**src/rtl/bip_dbg_pkg.sv**
```systemverilog
// Shared definitions for the BIP debug unit: FSM states, command bytes and frame geometry.
package bip_dbg_pkg;

  typedef enum logic [2:0] {
    ST_IDLE,
    ST_RUN,
    ST_STEP,
    ST_SEND,
    ST_WAIT_DONE
  } state_t;

  localparam logic [7:0] CMD_RUN     = 8'h67;
  localparam logic [7:0] CMD_STEP    = 8'h73;
  localparam int         FRAME_BYTES = 8;
  localparam int         IDX_W       = 3;

endpackage

```
**src/rtl/bip_dbg_frame_sel.sv**
```systemverilog
// Picks one byte of the 8-byte snapshot frame: acc, pc (zero-extended), cycle count, MSB first.
module bip_dbg_frame_sel
  import bip_dbg_pkg::*;
(
  input  logic [15:0]      acc,
  input  logic [15:0]      pc,
  input  logic [31:0]      cnt,
  input  logic [IDX_W-1:0] idx,
  output logic [7:0]       sel_byte
);

  always_comb begin
    sel_byte = 8'h00;
    case (idx)
      3'd0: sel_byte = acc[15:8];
      3'd1: sel_byte = acc[7:0];
      3'd2: sel_byte = pc[15:8];
      3'd3: sel_byte = pc[7:0];
      3'd4: sel_byte = cnt[31:24];
      3'd5: sel_byte = cnt[23:16];
      3'd6: sel_byte = cnt[15:8];
      3'd7: sel_byte = cnt[7:0];
      default: sel_byte = 8'h00;
    endcase
  end

endmodule

```
**src/rtl/bip_debug_unit.sv**
```systemverilog
// Run-control for the BIP core: 'g'/'s' commands gate bip_enable, then the halt/step
// snapshot is streamed to UART TX as an 8-byte frame.
//
// state        | meaning
// ST_IDLE      | waiting for a run/step command byte
// ST_RUN       | BIP enabled, counting cycles until bip_halt
// ST_STEP      | BIP enabled for exactly one cycle
// ST_SEND      | present frame byte idx and pulse tx_start
// ST_WAIT_DONE | wait for tx_done, then next byte or back to idle
module bip_debug_unit #(
  parameter int         DATA_W   = 16,
  parameter int         PC_W     = 11,
  parameter int         CNT_W    = 32,
  parameter logic [7:0] CMD_RUN  = bip_dbg_pkg::CMD_RUN,
  parameter logic [7:0] CMD_STEP = bip_dbg_pkg::CMD_STEP
) (
  input  logic              clk,
  input  logic              reset,
  input  logic [7:0]        rx_data,
  input  logic              rx_done,
  input  logic              bip_halt,
  input  logic [DATA_W-1:0] bip_acc,
  input  logic [PC_W-1:0]   bip_pc,
  output logic              bip_enable,
  output logic [7:0]        tx_data,
  output logic              tx_start,
  input  logic              tx_done,
  output logic              busy
);
  import bip_dbg_pkg::*;

  state_t              state_q, state_d;
  logic [CNT_W-1:0]    cnt_q, cnt_d, cnt_inc;
  logic [DATA_W-1:0]   acc_q, acc_d;
  logic [PC_W-1:0]     pc_q, pc_d;
  logic [IDX_W-1:0]    idx_q, idx_d;
  logic                en_d, start_d, busy_d;
  logic [7:0]          data_d, sel_byte;

  assign cnt_inc = (&cnt_q) ? cnt_q : cnt_q + CNT_W'(1);

  // The live counter doubles as the count snapshot: it only moves in RUN/STEP,
  // so it cannot change while a frame is being sent.
  bip_dbg_frame_sel u_frame_sel (
    .acc      (16'(acc_q)),
    .pc       (16'(pc_q)),
    .cnt      (32'(cnt_q)),
    .idx      (idx_q),
    .sel_byte (sel_byte)
  );

  always_comb begin
    state_d = state_q;
    cnt_d   = cnt_q;
    acc_d   = acc_q;
    pc_d    = pc_q;
    idx_d   = idx_q;
    en_d    = bip_enable;
    start_d = 1'b0;
    data_d  = tx_data;
    case (state_q)
      ST_IDLE: begin
        if (rx_done && rx_data == CMD_RUN) begin
          state_d = ST_RUN;
          en_d    = 1'b1;
        end else if (rx_done && rx_data == CMD_STEP) begin
          state_d = ST_STEP;
          en_d    = 1'b1;
        end
      end
      ST_RUN: begin
        cnt_d = cnt_inc;
        if (bip_halt) begin
          acc_d   = bip_acc;
          pc_d    = bip_pc;
          en_d    = 1'b0;
          idx_d   = '0;
          state_d = ST_SEND;
        end
      end
      ST_STEP: begin
        cnt_d   = cnt_inc;
        acc_d   = bip_acc;
        pc_d    = bip_pc;
        en_d    = 1'b0;
        idx_d   = '0;
        state_d = ST_SEND;
      end
      ST_SEND: begin
        data_d  = sel_byte;
        start_d = 1'b1;
        state_d = ST_WAIT_DONE;
      end
      ST_WAIT_DONE: begin
        if (tx_done) begin
          if (idx_q == IDX_W'(FRAME_BYTES - 1)) begin
            state_d = ST_IDLE;
          end else begin
            idx_d   = idx_q + IDX_W'(1);
            state_d = ST_SEND;
          end
        end
      end
      default: state_d = ST_IDLE;
    endcase
    busy_d = (state_d != ST_IDLE);
  end

  always_ff @(posedge clk or negedge reset) begin
    if (!reset) begin
      state_q    <= ST_IDLE;
      cnt_q      <= '0;
      acc_q      <= '0;
      pc_q       <= '0;
      idx_q      <= '0;
      bip_enable <= 1'b0;
      tx_start   <= 1'b0;
      tx_data    <= 8'h00;
      busy       <= 1'b0;
    end else begin
      state_q    <= state_d;
      cnt_q      <= cnt_d;
      acc_q      <= acc_d;
      pc_q       <= pc_d;
      idx_q      <= idx_d;
      bip_enable <= en_d;
      tx_start   <= start_d;
      tx_data    <= data_d;
      busy       <= busy_d;
    end
  end

endmodule

```
**config.mk**
```make
export PLATFORM = sky130hd
export DESIGN_NAME = bip_debug_unit
export DESIGN_NICKNAME = d
export VERILOG_FILES = /design/src/rtl/bip_dbg_pkg.sv /design/src/rtl/bip_dbg_frame_sel.sv /design/src/rtl/bip_debug_unit.sv
export SDC_FILE = /design/constraint.sdc
export NUM_CORES = 1
export LEC_CHECK = 0
export CAP_MARGIN = 20
export CORE_ASPECT_RATIO = 0.5
export CORE_MARGIN = 2
export CORE_UTILIZATION = 50
export DETAILED_ROUTE_END_ITERATION = 10
export GPL_TIMING_DRIVEN = 0
export PLACE_DENSITY = 0.73
export SETUP_SLACK_MARGIN = 0.2
export SKIP_CTS_REPAIR_TIMING = 1
export SYNTH_ARGS = -nofsm -noshare
export SYNTH_HDL_FRONTEND = slang
export SYNTH_HIERARCHICAL = 1
export SYNTH_SLANG_ARGS = --single-unit
```
**constraint.sdc**
```tcl
create_clock -name clk -period 2.2 [get_ports clk]
set_input_delay 0.44 -clock clk [delete_from_list [all_inputs] [get_ports clk]]
set_output_delay 0.44 -clock clk [all_outputs]
set_load 0.01 [all_outputs]
```
* After elaboration in Yosys (flattened, before gate mapping)
Cells that the tools add are included.
Cells by class: equal/unequal tests 17, reduce and logical (&&, ||, !) cells 14, mux-type cells 20, bitwise logic cells 1, $add $sub $neg 2
Operator list (number):
- case mux 8 bit (8 select lines) | 1
- adder 32 x 1 -> 32 bit (second input constant) | 1
- case mux 16 bit (2 select lines) | 1
- AND reduction 32 bit | 1
- case mux 11 bit (2 select lines) | 1
- 2-to-1 mux 3 bit | 7
- == test 8 x 7 -> 1 bit (second input constant) | 2
- 2-to-1 mux 16 bit | 1
- == test 3 bit (second input constant) | 5
- case mux 3 bit (5 select lines) | 1
- == test 3 x 2 -> 1 bit (second input constant) | 4
- 2-to-1 mux 11 bit | 1
- case mux 3 bit (3 select lines) | 1
- nonzero test 3 bit | 3
- == test 3 x 1 -> 1 bit (second input constant) | 2
- zero test 3 bit | 2
- inequality test 2 bit (second input constant) | 3
- 2-to-1 mux 1 bit | 4
- AND reduction 2 bit | 2
- AND reduction 4 bit | 1
- adder 3 x 1 -> 3 bit (second input constant) | 1
- inequality test 3 bit (second input constant) | 1
- case mux 1 bit (3 select lines) | 1
- AND reduction 3 bit | 1
- 5 further kinds | 6
Storage, ports and cells: logic and storage cells 63, bits in registers 76, input bits 40, output and inout port bits 11

* Depth between registers and ports, before layout
depth in word-level cells 6, mapped depth 8, mapped depth without buffers 6

* Hierarchy
Netlist, hierarchy kept.
Modules (own cells, without submodules):
- bip_debug_unit | sequential area each 1901.8 um2, times used 1, area each 3435.8 um2, cells each 284
- bip_dbg_frame_sel | sequential area each 0.0 um2, times used 1, area each 568.0 um2, cells each 39

* Worst setup path after synthesis
Ideal clock, no wire load.
path kind register -> register, start reg cnt_q[18], end reg cnt_q[8], arrival 1.697 ns, library setup time 0.123 ns, stages on the path, launching flop included 7, setup slack 0.380 ns, data required time 2.077 ns, path buffers 1, clock period less this slack 1.820 ns, cell sequence dfrtp_1 and4_4 and3_2 and4_1 buf_4 or4_1 xnor2_1
On the way: cells in the longest elaborated chain, start to end 3
RTL lines:
- start: declaration | RTL line bip_debug_unit.sv:33 | logic [CNT_W-1:0] cnt_q, cnt_d, cnt_inc;
- start signal: assignment | RTL line bip_debug_unit.sv:122 | cnt_q <= cnt_d;
- AND reduction 32 bit | RTL line bip_debug_unit.sv:40 | assign cnt_inc = (&cnt_q) ? cnt_q : cnt_q + CNT_W'(1);
- inverter 1 bit (no line)
- AND reduction 2 bit (no line)
Every way passes these cells. A chain may end at the register's enable or synchronous reset.

* Worst setup path after layout
start reg cnt_q[7], end reg cnt_q[23]
On the way: cells in the longest elaborated chain, start to end 3, elaborated cells between the ends (all ways) 4, those cells by class add/sub (1); bitwise (1); reduce/logical (2)
RTL lines:
- branches (longest 3 deep; another with adder 32 x 1 -> 32 bit)
Several ways; the timed one is not identified.

==> impl_metrics.toml <==
[status]
outcome = "completed"

[global_route]
top_usage_layer = "met2"
grt_pass1_vias = 2961
grt_util_all_layers_pct = 23.2
antenna_violations_before_repair = 0
grt_pass1_wl_mm = 15.0
grt_max_degree = 45
global_route_met2_utilization_pct = 36.5
grt.overflow.total = 0
use_met1_pct = 30.7
grt_util_met3_pct = 7.45

[placed_design]
placement.io_buffers = 50
place_worst_setup_slack_ns = -0.212
gp_congestion = 0.928
dp.final_hpwl_mm = 6.58
placed_cell_area_um2 = 4670

[synth]
post_syn_area_um2 = 4000
post_synth_num_cell_types = 54
synthArstFlopShare_pct = 100
synthCells = 323
ys_warn_count = 6
synth_flop_cell = "sky130_fd_sc_hd__dfrtp_1"
postSynthRegisterBits = 76
synth.yosys.seq_area_share_pct = 47.5
synth-edff-count = 0
syn_avg_cell_area_um2 = 12.4

[critical_path]
worst_setup_path_start_kind = "register"
critical_path.endpoint_type = "register"
rr_endpoint = "cnt_q[23]$_DFFE_PN0P_"
critical_path_peak_fanout = 10
worst_path_dominant_cell_family = "simple AND/OR/NAND/NOR gates"
cp.required_ns = 2.42
criticalPathCategory = "reg -> reg"
arrival_ns = 2.19
cp_num_buf_inv = 2
worstPathCellList = "nand4_1 > nor4_4 > and4_1 > buf_4 > buf_6 > nor3_1 > xor2_1"
critical_path.reg2reg.startpoint = "cnt_q[7]$_DFFE_PN0P_"
critical_path.slowest_cell = "sky130_fd_sc_hd__dfrtp_1"
reg2regPathDepth = 7
cp_slowest_stage_delay_ns = 0.42
setup.reg_to_reg.worst_slack_ns = 0.23

[timing]
hold_slack_ns = 0.0369
setup_viol = 0
period_needed_ns = 1.97
max_slew.worst_pin.slew_ns = 0.540
maxClockFrequency_mhz = 506
final_cycle_share_pct = 89.7
number_of_hold_slack_violations_in_the_final_timing_report = 0
slew_violations = 0
timing.slew.headroom_pct = 64.0
fin_skew_ns = 0.00897
grt_setup_unrepaired = "yes"
finalWorstSetupSlack_ns = 0.226

[power_and_ir_drop]
power_uw = 5880
power_density_nw_per_um2 = 1140
p_comb_share_pct = 38.0
fraction_of_power_spent_switching_nets_pct = 32.1
vdd_ir_drop_max_mv = 0.699
internal-power_uw = 3990
power_switching_uw = 1890
clkPwrFrac_pct = 26.1
power_leakage_uw = 0.00222
power.share.sequential_pct = 36.0

[run]
number_of_maximum_capacitance_violations = 0

[drt]
initialDrtViolationCount = 257
post-route-drc-count = 0
ant_nets = 0
detailroute.via_count = 2937
routedWlPerCell_um = 18.1
detail_route.first_pass.iterations = 4
post_drt_via_cell_ratio = 5.69
wl_mm = 9.36

[clocking]
tritoncts.num_buffers = 9
clock_root_buffer_master = "sky130_fd_sc_hd__clkbuf_16"
htreeDepth = 3
cts_num_sinks = 76
tritoncts_clock_tree = "yes"
path_clk_slew_ns = 0.06
cts_buffer_depth = 2
clock_latency_ns = 0.35

[layout]
flow.area_growth_from_synthesis_pct = 29.3
mostFrequentLayoutCells = "sky130_fd_sc_hd__dfrtp_1 (69), sky130_fd_sc_hd__clkdlybuf4s50_1 (49), sky130_fd_sc_hd__mux2_2 (43)"
num_antenna_cells = 0
postLayoutCoreUtil_pct = 68.6
post_route_cells_drive_above_1_share_pct = 28.7
fin_area_um2 = 5180
nets = 446
mostFrequentLayoutCell = "sky130_fd_sc_hd__dfrtp_1"

[hold_path]
type_of_the_most_critical_hold_path = "in -> async"

[floorplan]
dieWidth_um = 131
dieArea_um2 = 8780
num_io_pins = 51
initial_cell_density_of_the_core_pct = 53.1
floorplan.rows = 22
core_region_area_um2 = 7540
die_height_um = 67.3
worst max-delay path by stage:
stage / start / to / slack (ns) / cells after the start
after detailed placement: bip_halt / acc_q[13]$_DFFE_PN0P_ / -0.21 / 5
after global routing: state_q[2]$_DFF_PN0_ / busy$_DFF_PN0_ / 0.15 / 5
after CTS: state_q[1]$_DFF_PN0_ / acc_q[13]$_DFFE_PN0P_ / 0.001 / 5
after global placement: reset / cnt_q[2]$_DFFE_PN0P_ / -1.82 / 1
after floorplan: cnt_q[18]$_DFFE_PN0P_ / cnt_q[8]$_DFFE_PN0P_ / 0.38 / 6
final: cnt_q[7]$_DFFE_PN0P_ / cnt_q[23]$_DFFE_PN0P_ / 0.23 / 7
power by group through the flow:
| stage | Clock (uW) | Combinational [uW] | Sequential, uW |
|---|---|---|---|
| finish | 1530 | 2230 | 2110 |
| global placement | 0 | 1910 | 2120 |
| global route | 1610 | 2410 | 2170 |
| floorplan | 0 | 1330 | 2090 |
| CTS | 1560 | 1980 | 2120 |
| detailed placement | 0 | 1980 | 2140 |
kinds of logic (layout without fill, tap and decap cells):
group,count (synthesis),after routing,share of synthesized area [%]
AOI/OAI and AO/OA,22,22,3.75
xor gates and xnor gates,27,27,5.91
adders and majority gates,3,3,0.938
buffers and inverters,20,101,2.72
DFF,76,76,47.5
muxes,62,62,22.4
other,1,5,0.0937
and+or+nand+nor,112,112,16.7
per-stage QoR:
step,TNS (ns),cells
global route,0,516
floorplan,0,327
global placement,-141.85,485
CTS,0,502
finish,0,516
detailed placement,-3.84,486
worst register-to-register path, cell delays in order, from the launching register on:
cell and delay [ns]:
sky130_fd_sc_hd__dfrtp_1 0.42, sky130_fd_sc_hd__nand4_1 0.21, sky130_fd_sc_hd__nor4_4 0.37, sky130_fd_sc_hd__and4_1 0.24, sky130_fd_sc_hd__buf_4 0.19, sky130_fd_sc_hd__buf_6 0.18
sky130_fd_sc_hd__nor3_1 0.08, sky130_fd_sc_hd__xor2_1 0.15
cells in the mapped netlist (4+ instances only):
library cell | n | share of area, %
sky130_fd_sc_hd__clkbuf_1 | 5 | 0.47
sky130_fd_sc_hd__inv_1 | 5 | 0.47
sky130_fd_sc_hd__nand4_1 | 9 | 1.4
sky130_fd_sc_hd__xnor2_1 | 7 | 1.5
sky130_fd_sc_hd__nor3_1 | 10 | 1.3
sky130_fd_sc_hd__mux2i_1 | 4 | 1.0
sky130_fd_sc_hd__xor2_1 | 20 | 4.4
sky130_fd_sc_hd__nor4_1 | 8 | 1.3
sky130_fd_sc_hd__dfrtp_1 | 76 | 47
sky130_fd_sc_hd__and3_1 | 4 | 0.62
sky130_fd_sc_hd__nand2b_1 | 6 | 0.94
sky130_fd_sc_hd__nand2_1 | 20 | 1.9
sky130_fd_sc_hd__mux2_2 | 43 | 12
sky130_fd_sc_hd__o21ai_0 | 6 | 0.75
sky130_fd_sc_hd__mux4_1 | 12 | 7.9
sky130_fd_sc_hd__buf_2 | 6 | 0.75
sky130_fd_sc_hd__o31ai_1 | 4 | 0.75
sky130_fd_sc_hd__nand3_1 | 14 | 1.8
sky130_fd_sc_hd__nor2_1 | 15 | 1.4
layout make-up:
type	count	area, um2
well taps	108	135
clock buffers	10	239
plain buffers	15	98.8
multi-input cells	231	2080
clock inverters	6	72.6
fillers	570	2360
inverters	5	18.8
repair buffers	65	623
flip-flops and latches	76	1910
sequential cells by signal, summed over array words and instances (netlist names):
signal / count
pc_q: 11
bip_enable: 1
tx_data: 8
idx_q: 3
state_q: 3
tx_start: 1
acc_q: 16
busy: 1
cnt_q: 32
layer usage:
layer / vias to the layer above / share of wire (%)
li1: 1367 / -
met1: 1455 / 44
met2: 96 / 47
met3: 19 / 6.8
met4: 0 / 1.4
met5: - / 0
No activity file was read; power rests on OpenSTA's default activity.
